<file path="config.mk">
export PLATFORM = sky130hd
export DESIGN_NAME = obi_apb_demux_ss_flat
export DESIGN_NICKNAME = d
export VERILOG_FILES = /design/src/rtl/obi_apb_demux_ss_if.sv /design/src/rtl/obi_apb_demux_ss.sv /design/src/flat_wrapper.sv
export SDC_FILE = /design/constraint.sdc
export NUM_CORES = 1
export LEC_CHECK = 0
export CAP_MARGIN = 20
export CORE_MARGIN = 3
export CORE_UTILIZATION = 35
export CTS_BUF_LIST = sky130_fd_sc_hd__clkbuf_16
export DETAILED_ROUTE_END_ITERATION = 7
export GPL_TIMING_DRIVEN = 1
export PLACE_DENSITY = 0.71
export RECOVER_POWER = 25
export SLEW_MARGIN = 20
export SYNTH_ARGS = -nofsm -noshare
export SYNTH_HDL_FRONTEND = slang
export SYNTH_SLANG_ARGS = --single-unit
</file>
<file path="constraint.sdc">
create_clock -name clk -period 3.05 [get_ports clk]
set_clock_uncertainty 0.05 [all_clocks]
set_input_delay 0.61 -clock clk [delete_from_list [all_inputs] [get_ports clk]]
set_output_delay 0.61 -clock clk [all_outputs]
set_load 0.01 [all_outputs]
</file>
<file path="src/rtl/obi_apb_demux_ss_if.sv">
// OBI request/response channel plus shared APB bus with per-target select/response lines.
// Latency: none, wiring only.
// Backpressure: OBI uses req/gnt and rvalid/rready; APB targets stall via pready.
interface obi_apb_demux_ss_if #(
    parameter int unsigned NUM_TARGETS = 4,
    parameter int unsigned OBI_AW      = 32,
    parameter int unsigned OBI_DW      = 32,
    parameter int unsigned OBI_IDW     = 1,
    parameter int unsigned APB_AW      = 32,
    parameter int unsigned APB_DW      = 32
);
    // OBI request channel
    logic                          obi_req;
    logic                          obi_gnt;
    logic [OBI_AW-1:0]             obi_addr;
    logic                          obi_we;
    logic [OBI_DW/8-1:0]           obi_be;
    logic [OBI_DW-1:0]             obi_wdata;
    logic [OBI_IDW-1:0]            obi_aid;
    // OBI response channel
    logic                          obi_rvalid;
    logic                          obi_rready;
    logic [OBI_DW-1:0]             obi_rdata;
    logic                          obi_err;
    logic [OBI_IDW-1:0]            obi_rid;
    // Shared APB request lines
    logic [APB_AW-1:0]             apb_paddr;
    logic                          apb_penable;
    logic                          apb_pwrite;
    logic [APB_DW-1:0]             apb_pwdata;
    logic [APB_DW/8-1:0]           apb_pstrb;
    // Per-target APB lines
    logic [NUM_TARGETS-1:0]        apb_psel;
    logic [NUM_TARGETS-1:0]        apb_pready;
    logic [NUM_TARGETS-1:0]        apb_pslverr;
    logic [NUM_TARGETS*APB_DW-1:0] apb_prdata;

    // Bridge side: accepts OBI requests, drives the APB bus
    modport slave (
        input  obi_req, obi_addr, obi_we, obi_be, obi_wdata, obi_aid, obi_rready,
        input  apb_pready, apb_pslverr, apb_prdata,
        output obi_gnt, obi_rvalid, obi_rdata, obi_err, obi_rid,
        output apb_paddr, apb_penable, apb_pwrite, apb_pwdata, apb_pstrb, apb_psel
    );

    // Environment side: issues OBI requests, plays the APB targets
    modport master (
        output obi_req, obi_addr, obi_we, obi_be, obi_wdata, obi_aid, obi_rready,
        output apb_pready, apb_pslverr, apb_prdata,
        input  obi_gnt, obi_rvalid, obi_rdata, obi_err, obi_rid,
        input  apb_paddr, apb_penable, apb_pwrite, apb_pwdata, apb_pstrb, apb_psel
    );
endinterface

</file>
<file path="src/rtl/obi_apb_demux_ss.sv">
// OBI-to-APB bridge that decodes one of NUM_TARGETS equal windows and runs a single APB transfer.
// Latency: grant cycle 0, SETUP 1, ACCESS 2+, rvalid from cycle 3 (cycle 1 for decode errors).
// Backpressure: one outstanding request; no grant until the response is taken with rready.
module obi_apb_demux_ss #(
    parameter int unsigned        NUM_TARGETS    = 4,
    parameter int unsigned        OBI_AW         = 32,
    parameter int unsigned        OBI_DW         = 32,
    parameter int unsigned        OBI_IDW        = 1,
    parameter int unsigned        APB_AW         = 32,
    parameter int unsigned        APB_DW         = 32,
    parameter logic [OBI_AW-1:0]  ADDR_BASE      = 32'h0103_0000,
    parameter int unsigned        SS_SIZE        = 'h100,
    parameter int unsigned        TIMEOUT_CYCLES = 255
) (
    input  logic                   clk,
    input  logic                   reset_n,
    input  logic [NUM_TARGETS-1:0] ss_ctrl_icn,
    output logic [7:0]             err_count,
    obi_apb_demux_ss_if.slave      bus
);

    localparam int unsigned SS_SHIFT = $clog2(SS_SIZE);
    localparam int unsigned IW       = (NUM_TARGETS > 1) ? $clog2(NUM_TARGETS) : 1;
    localparam bit          TMO_EN   = (TIMEOUT_CYCLES != 0);
    localparam logic [31:0] TMO_LAST = 32'(TIMEOUT_CYCLES - 1);

    typedef enum logic [1:0] {IDLE, SETUP, ACCESS, RESP} state_t;

    state_t                 state;
    logic [OBI_AW-1:0]      addr_q;
    logic                   we_q;
    logic [OBI_DW/8-1:0]    be_q;
    logic [OBI_DW-1:0]      wdata_q;
    logic [OBI_IDW-1:0]     aid_q;
    logic [IW-1:0]          idx_q;
    logic [NUM_TARGETS-1:0] psel_q;
    logic                   penable_q;
    logic                   rvalid_q;
    logic [OBI_DW-1:0]      rdata_q;
    logic                   err_q;
    logic [31:0]            tmo_cnt;
    logic [7:0]             err_count_q;

    logic [OBI_AW:0]        offset;
    logic [OBI_AW-1:0]      slot;
    logic [IW-1:0]          dec_idx;
    logic                   dec_hit;
    logic                   dec_en;
    logic                   pready_sel;
    logic                   pslverr_sel;
    logic [APB_DW-1:0]      prdata_sel;
    logic [7:0]             err_count_nxt;

    // Window decode; the extra top bit of offset is the borrow, set when addr < ADDR_BASE
    always_comb begin
        offset  = {1'b0, bus.obi_addr} - {1'b0, ADDR_BASE};
        slot    = offset[OBI_AW-1:0] >> SS_SHIFT;
        dec_idx = slot[IW-1:0];
        dec_hit = !offset[OBI_AW] && (slot < OBI_AW'(NUM_TARGETS));
        dec_en  = dec_hit && ss_ctrl_icn[dec_idx];
    end

    // Response lines of the currently selected target and the saturating error increment
    always_comb begin
        pready_sel    = bus.apb_pready[idx_q];
        pslverr_sel   = bus.apb_pslverr[idx_q];
        prdata_sel    = bus.apb_prdata[idx_q*APB_DW +: APB_DW];
        err_count_nxt = (err_count_q == 8'hFF) ? err_count_q : err_count_q + 8'd1;
    end

    // Transfer FSM with all bus-facing outputs registered
    always_ff @(posedge clk) begin
        if (!reset_n) begin
            state       <= IDLE;
            addr_q      <= '0;
            we_q        <= 1'b0;
            be_q        <= '0;
            wdata_q     <= '0;
            aid_q       <= '0;
            idx_q       <= '0;
            psel_q      <= '0;
            penable_q   <= 1'b0;
            rvalid_q    <= 1'b0;
            rdata_q     <= '0;
            err_q       <= 1'b0;
            tmo_cnt     <= '0;
            err_count_q <= '0;
        end else begin
            case (state)
                IDLE: begin
                    if (bus.obi_req) begin
                        addr_q  <= bus.obi_addr;
                        we_q    <= bus.obi_we;
                        be_q    <= bus.obi_be;
                        wdata_q <= bus.obi_wdata;
                        aid_q   <= bus.obi_aid;
                        idx_q   <= dec_idx;
                        if (dec_en) begin
                            psel_q <= NUM_TARGETS'(1) << dec_idx;
                            state  <= SETUP;
                        end else begin
                            // Miss or disabled target: answer with an error, APB stays idle
                            rvalid_q    <= 1'b1;
                            rdata_q     <= '0;
                            err_q       <= 1'b1;
                            err_count_q <= err_count_nxt;
                            state       <= RESP;
                        end
                    end
                end
                SETUP: begin
                    penable_q <= 1'b1;
                    tmo_cnt   <= '0;
                    state     <= ACCESS;
                end
                ACCESS: begin
                    if (pready_sel) begin
                        psel_q    <= '0;
                        penable_q <= 1'b0;
                        rvalid_q  <= 1'b1;
                        rdata_q   <= we_q ? '0 : prdata_sel;
                        err_q     <= pslverr_sel;
                        if (pslverr_sel) begin
                            err_count_q <= err_count_nxt;
                        end
                        state     <= RESP;
                    end else if (TMO_EN && (tmo_cnt == TMO_LAST)) begin
                        // Target never answered: abandon the access with an error
                        psel_q      <= '0;
                        penable_q   <= 1'b0;
                        rvalid_q    <= 1'b1;
                        rdata_q     <= '0;
                        err_q       <= 1'b1;
                        err_count_q <= err_count_nxt;
                        state       <= RESP;
                    end else begin
                        tmo_cnt <= tmo_cnt + 32'd1;
                    end
                end
                RESP: begin
                    if (bus.obi_rready) begin
                        rvalid_q <= 1'b0;
                        state    <= IDLE;
                    end
                end
                default: state <= IDLE;
            endcase
        end
    end

    // Grant is combinational in IDLE and held low while reset is asserted
    assign bus.obi_gnt     = reset_n && (state == IDLE) && bus.obi_req;
    assign bus.obi_rvalid  = rvalid_q;
    assign bus.obi_rdata   = rdata_q;
    assign bus.obi_err     = err_q;
    assign bus.obi_rid     = aid_q;
    assign bus.apb_paddr   = APB_AW'(addr_q);
    assign bus.apb_penable = penable_q;
    assign bus.apb_pwrite  = we_q;
    assign bus.apb_pwdata  = wdata_q;
    assign bus.apb_pstrb   = we_q ? be_q : '0;
    assign bus.apb_psel    = psel_q;
    assign err_count       = err_count_q;

endmodule

</file>
<file path="src/flat_wrapper.sv">
// flat-port wrapper written by rule: the top's interface ports become plain ports
module obi_apb_demux_ss_flat 
#(
    parameter int unsigned        NUM_TARGETS    = 4,
    parameter int unsigned        OBI_AW         = 32,
    parameter int unsigned        OBI_DW         = 32,
    parameter int unsigned        OBI_IDW        = 1,
    parameter int unsigned        APB_AW         = 32,
    parameter int unsigned        APB_DW         = 32,
    parameter logic [OBI_AW-1:0]  ADDR_BASE      = 32'h0103_0000,
    parameter int unsigned        SS_SIZE        = 'h100,
    parameter int unsigned        TIMEOUT_CYCLES = 255
)
  (clk, reset_n, ss_ctrl_icn, err_count, bus_obi_req, bus_obi_addr, bus_obi_we, bus_obi_be, bus_obi_wdata, bus_obi_aid, bus_obi_rready, bus_apb_pready, bus_apb_pslverr, bus_apb_prdata, bus_obi_gnt, bus_obi_rvalid, bus_obi_rdata, bus_obi_err, bus_obi_rid, bus_apb_paddr, bus_apb_penable, bus_apb_pwrite, bus_apb_pwdata, bus_apb_pstrb, bus_apb_psel);
  obi_apb_demux_ss_if #(.NUM_TARGETS(NUM_TARGETS), .OBI_AW(OBI_AW), .OBI_DW(OBI_DW), .OBI_IDW(OBI_IDW), .APB_AW(APB_AW), .APB_DW(APB_DW)) bus_i ();
  input  logic clk;
  input  logic reset_n;
  input  logic [NUM_TARGETS-1:0] ss_ctrl_icn;
  output logic [7:0] err_count;
  input wire logic [$bits(bus_i.obi_req)-1:0] bus_obi_req;
  input wire logic [$bits(bus_i.obi_addr)-1:0] bus_obi_addr;
  input wire logic [$bits(bus_i.obi_we)-1:0] bus_obi_we;
  input wire logic [$bits(bus_i.obi_be)-1:0] bus_obi_be;
  input wire logic [$bits(bus_i.obi_wdata)-1:0] bus_obi_wdata;
  input wire logic [$bits(bus_i.obi_aid)-1:0] bus_obi_aid;
  input wire logic [$bits(bus_i.obi_rready)-1:0] bus_obi_rready;
  input wire logic [$bits(bus_i.apb_pready)-1:0] bus_apb_pready;
  input wire logic [$bits(bus_i.apb_pslverr)-1:0] bus_apb_pslverr;
  input wire logic [$bits(bus_i.apb_prdata)-1:0] bus_apb_prdata;
  output wire logic [$bits(bus_i.obi_gnt)-1:0] bus_obi_gnt;
  output wire logic [$bits(bus_i.obi_rvalid)-1:0] bus_obi_rvalid;
  output wire logic [$bits(bus_i.obi_rdata)-1:0] bus_obi_rdata;
  output wire logic [$bits(bus_i.obi_err)-1:0] bus_obi_err;
  output wire logic [$bits(bus_i.obi_rid)-1:0] bus_obi_rid;
  output wire logic [$bits(bus_i.apb_paddr)-1:0] bus_apb_paddr;
  output wire logic [$bits(bus_i.apb_penable)-1:0] bus_apb_penable;
  output wire logic [$bits(bus_i.apb_pwrite)-1:0] bus_apb_pwrite;
  output wire logic [$bits(bus_i.apb_pwdata)-1:0] bus_apb_pwdata;
  output wire logic [$bits(bus_i.apb_pstrb)-1:0] bus_apb_pstrb;
  output wire logic [$bits(bus_i.apb_psel)-1:0] bus_apb_psel;
  assign bus_i.obi_req = bus_obi_req;
  assign bus_i.obi_addr = bus_obi_addr;
  assign bus_i.obi_we = bus_obi_we;
  assign bus_i.obi_be = bus_obi_be;
  assign bus_i.obi_wdata = bus_obi_wdata;
  assign bus_i.obi_aid = bus_obi_aid;
  assign bus_i.obi_rready = bus_obi_rready;
  assign bus_i.apb_pready = bus_apb_pready;
  assign bus_i.apb_pslverr = bus_apb_pslverr;
  assign bus_i.apb_prdata = bus_apb_prdata;
  assign bus_obi_gnt = bus_i.obi_gnt;
  assign bus_obi_rvalid = bus_i.obi_rvalid;
  assign bus_obi_rdata = bus_i.obi_rdata;
  assign bus_obi_err = bus_i.obi_err;
  assign bus_obi_rid = bus_i.obi_rid;
  assign bus_apb_paddr = bus_i.apb_paddr;
  assign bus_apb_penable = bus_i.apb_penable;
  assign bus_apb_pwrite = bus_i.apb_pwrite;
  assign bus_apb_pwdata = bus_i.apb_pwdata;
  assign bus_apb_pstrb = bus_i.apb_pstrb;
  assign bus_apb_psel = bus_i.apb_psel;
  obi_apb_demux_ss #(.NUM_TARGETS(NUM_TARGETS), .OBI_AW(OBI_AW), .OBI_DW(OBI_DW), .OBI_IDW(OBI_IDW), .APB_AW(APB_AW), .APB_DW(APB_DW), .ADDR_BASE(ADDR_BASE), .SS_SIZE(SS_SIZE), .TIMEOUT_CYCLES(TIMEOUT_CYCLES)) u_core (.clk(clk), .reset_n(reset_n), .ss_ctrl_icn(ss_ctrl_icn), .err_count(err_count), .bus(bus_i));
endmodule
</file>
==> results.md <==
| Item | Value | Unit |
|:---|:---|:---|
| Number of hold buffers added after cts | 0 | - |
| Ordered cell list for the critical path | clkdlybuf4s50_1, or3_1, o311ai_0, o21a_1, a2111oi_4, buf_12, buf_12, or4_1, a21oi_1 | - |
| Max-slew violation count | 0 | - |
| Worst Reg-to-Reg Cells | 9 | - |
| Worst supply voltage drop on vdd | 0.4252 | mV |
| GR Overflow Total | 0 | - |
| Share of total power in the clock network | 29.2 | % |
| Max Freq | 354.1 | MHz |
| Arrival time at the worst endpoint | 3110 | ps |
| Clock latency reported for the late side of the worst-skew pair | 420 | ps |
| Cell mode on critical path | buf_12 | - |
| Synthesized area per cell | 8.664 | sq um |
| Layout cells sized above 1 | 9.284 | % |
| Final hold violation count | 0 | - |
| Crit path time final | 2824 | ps |
| Routed WL | 24830 | um |
| CP Depth | 9 | - |
| Number of global-route vias before repair | 7220 | - |
| Post-CTS Repair Setup Buffers | 0 | - |
| Area growth from synthesis to final layout | 58.71 | % |
| Area contributors post-synth | dfxtp_1 (42%), nand2_1 (11%), mux4_2 (11%) | - |
| Initial cell density of the core | 35.77 | % |
| Antenna violations before repair | 0 | - |
| Drt initial violations | 384 | - |
| Hold WC Path Type | reg -> reg | - |
| Global-route usage over all layers | 21.21 | % |
| Global-route wire length before repair | 37720 | um |
| Relative slew slack | 5.527 | % |
| RSZ-0062 raised after global routing | false | - |
| Hold Path Depth | 2 | - |
| Antenna viol nets, final | 0 | - |
| Gpl congestion | 0.8343 | - |
| Total Die Area | 22510 | sq um |
| Clock transition at the registers of the reported paths | 60 | ps |
| Share of Yosys cell area claimed by the top area cell type | 41.63 | % |
| Instance count of the mapped netlist | 838 | - |
| Count of final setup violators | 0 | - |
| Combinational Power Share | 35.7 | % |
| Switching pwr | 2.249 | mW |
| Post-CTS resize count | 0 | - |
| CTS buffer count | 17 | - |
| Buffering stage count on the worst path with inverters included | 3 | - |
| Highest cell delay on the worst timing path | 490 | ps |
| Kind of cell with the highest combined delay on the critical path | simple AND/OR/NAND/NOR gates | - |
| Startpoint types | input pin | - |
| Number of register bits inferred by synthesis | 151 | - |
| Via total after detailed routing | 7410 | - |
| Antenna cell count | 0 | - |
| Power per cell area | 578.1 | nW/um^2 |
| P_leak | 4.154 | nW |
| Clock Sink Count | 151 | - |
| Number of remaining DRC errors | 0 | - |
| Layout filler cell count | 1844 | - |
| Maximum fanout encountered on the critical timing path | 18 | - |
| Synth Flop Type | dfxtp_1 | - |
| TritonCTS clock tree | yes | - |
| Reg power frac | 35.1 | % |
| Multi-input gate area in the final layout | 3919 | sq um |
| Drt via density | 5.132 | - |
| Core Area | 20300 | sq um |
| Number of flops mapped to enable cells by yosys | 0 | - |
| Post-route fraction of the period consumed by the critical path | 92.59 | % |
| Tightest Pin Transition | 1417 | ps |
| Library cells used by synthesis | 55 | - |
| Number of top-level pins | 332 | - |
| First-pass detailed-route iteration total | 4 | - |
| Critical path endpoint category | flip-flop | - |
| Fraction of synthesis flops using an asynchronous set or reset pin | 0 | % |
| Net count, final | 1382 | - |
| Count of synthesis-stage warnings from yosys | 0 | - |
| Die Span X | 150.0 | um |
| Rows | 52 | - |
| Post-synthesis cell area | 7261 | sq um |
| Critical path's slowest cell | or4_1 | - |
| Post-Synthesis Net Count | 1059 | - |
| Number of input and output port buffers inserted | 331 | - |
| Register Area | 3024 | sq um |
| CTS H-tree lvls | 4 | - |
| Critical setup path kind | in -> reg | - |
| Largest area contributor in the netlist | dfxtp_1 | - |
| Share of synthesized area occupied by flip-flops and latches | 41.63 | % |
| Largest net degree at the start of global routing | 69 | - |
| Clock root buffer | clkbuf_16 | - |
| Int Pwr | 4.413 | mW |
| Status | finished, final reports clean | - |
| Switching part of the total power | 33.76 | % |
| Most frequent cells in the layout | clkdlybuf4s50_1 (275), nand2_1 (212), dfxtp_1 (150) | - |
| Detailed Place HPWL | 18920 | um |
| Core Util, Final | 56.77 | % |
| Fin Hold WS | 398.8 | ps |
| Maximum clock path buffer count | 2 | - |
| Routed WL per cell | 17.20 | um |
| Count of maximum capacitance violations | 0 | - |
| Commonest non-fill, non-tap cell in the layout | clkdlybuf4s50_1 | - |
| Critical path required time | 3340 | ps |
| Height of the chip | 150.0 | um |
-- flip-flops by register name (all words and copies together), names as in the netlist --
register,flops
u_core.be_q,4
u_core.bus.apb_paddr,32
u_core.err_count,8
u_core.bus.apb_pwrite,1
u_core.bus.apb_penable,1
u_core.bus.obi_err,1
u_core.bus.obi_rvalid,1
u_core.tmo_cnt,32
u_core.bus.obi_rdata,32
u_core.bus.apb_psel,4
u_core.bus.apb_pwdata,32
u_core.state,2
u_core.bus.obi_rid,1
-- area by class of cell --
cell class                      count  area share, %
Multi-Input combinational cell    608          34.01
Sequential cell                   151          26.24
Clock buffer                       17          3.692
Timing Repair Buffer              366          31.55
Tap cell                          270          2.932
Inverter                           17         0.5537
Clock inverter                     15          1.021
-- tightest hold or removal path, delay by kind of cell, from the launching register on --
kind | cells | cell delay, ps
and+or+nand+nor | 1 | 50
DFF | 1 | 300
AOI/OAI and AO/OA | 1 | 50
-- cell families (layout without fill, tap and decap cells) --
| group | after synthesis | after routing | share of synthesized area (%) |
|---|---|---|---|
| XOR/XNOR | 12 | 12 | 1.448 |
| adder cells (fa/ha/maj) | 7 | 7 | 1.206 |
| flip-flops | 151 | 151 | 41.63 |
| AND/OR/NAND/NOR | 373 | 373 | 23.71 |
| buffers and inverters | 79 | 415 | 4.515 |
| multiplexers | 41 | 41 | 11.68 |
| AO/OA/AOI/OAI | 175 | 175 | 15.80 |
-- final timing paths --
check / end / slack [ps] / startpoint
min: u_core.bus.apb_paddr[21]$_SDFFE_PN0P_ / 400 / u_core.bus.apb_paddr[21]$_SDFFE_PN0P_
min reg2reg: u_core.bus.apb_paddr[21]$_SDFFE_PN0P_ / 400 / u_core.bus.apb_paddr[21]$_SDFFE_PN0P_
max: u_core.err_count[5]$_SDFFE_PN0P_ / 230 / bus_obi_addr[21]
max reg2reg: u_core.err_count[0]$_SDFFE_PN0P_ / 360 / u_core.tmo_cnt[0]$_SDFFE_PN0P_
-- metal layers --
metal / part of all wire [%] / vias up / wire, um / global-route usage [%]
met1: 39 / 3490 / 9698 / 24.66
met3: 5.5 / 38 / 1364 / 5.330
li1: - / 3657 / - / -
met4: 3.8 / 0 / 943 / 8.829
met2: 52 / 225 / 12830 / 37.13
met5: 0 / - / 0 / 0
-- synth_stat cells (5+ instances only) --
library cell and number:
ha_1 7, a31o_1 32, nand3_1 10, clkbuf_1 50, a21oi_1 92, mux4_2 35, xor2_1 5, or3_1 9
inv_1 16, nand2_1 213, nand4_1 17, dfxtp_1 151, nor3_1 43, o21ai_0 12, mux2i_1 6, nor4_1 9
xnor2_1 7, nor2_1 26, nand2b_1 5, or4_1 10, and2_1 6, and3_1 6, o31ai_1 10
-- through the flow --
| stage | TNS [ps] | cell area (sq um) | power (mW) | instances | worst slack (ps) |
|---|---|---|---|---|---|
| 2_1_floorplan | 0 | 7261 | 3.677 | 838 | 382.5 |
| 3_3_place_gp | -3671 | 10990 | 4.811 | 1412 | -134.0 |
| 3_5_place_dp | -5279 | 10990 | 4.826 | 1412 | -168.1 |
| 4_1_cts | 0 | 11530 | 6.776 | 1444 | 233.1 |
| 5_1_grt | 0 | 11520 | 7.028 | 1444 | 53.82 |
| 6_report | 0 | 11520 | 6.662 | 1444 | 225.9 |
-- power groups by stage --
stage	sequential [mW]	combinational [mW]	clock (mW)
6_report	2.34	2.38	1.95
5_1_grt	2.36	2.60	2.06
4_1_cts	2.34	2.45	1.98
3_5_place_dp	2.38	2.44	0
3_3_place_gp	2.38	2.44	0
2_1_floorplan	2.46	1.22	0
No activity file was read; power rests on OpenSTA's default activity.
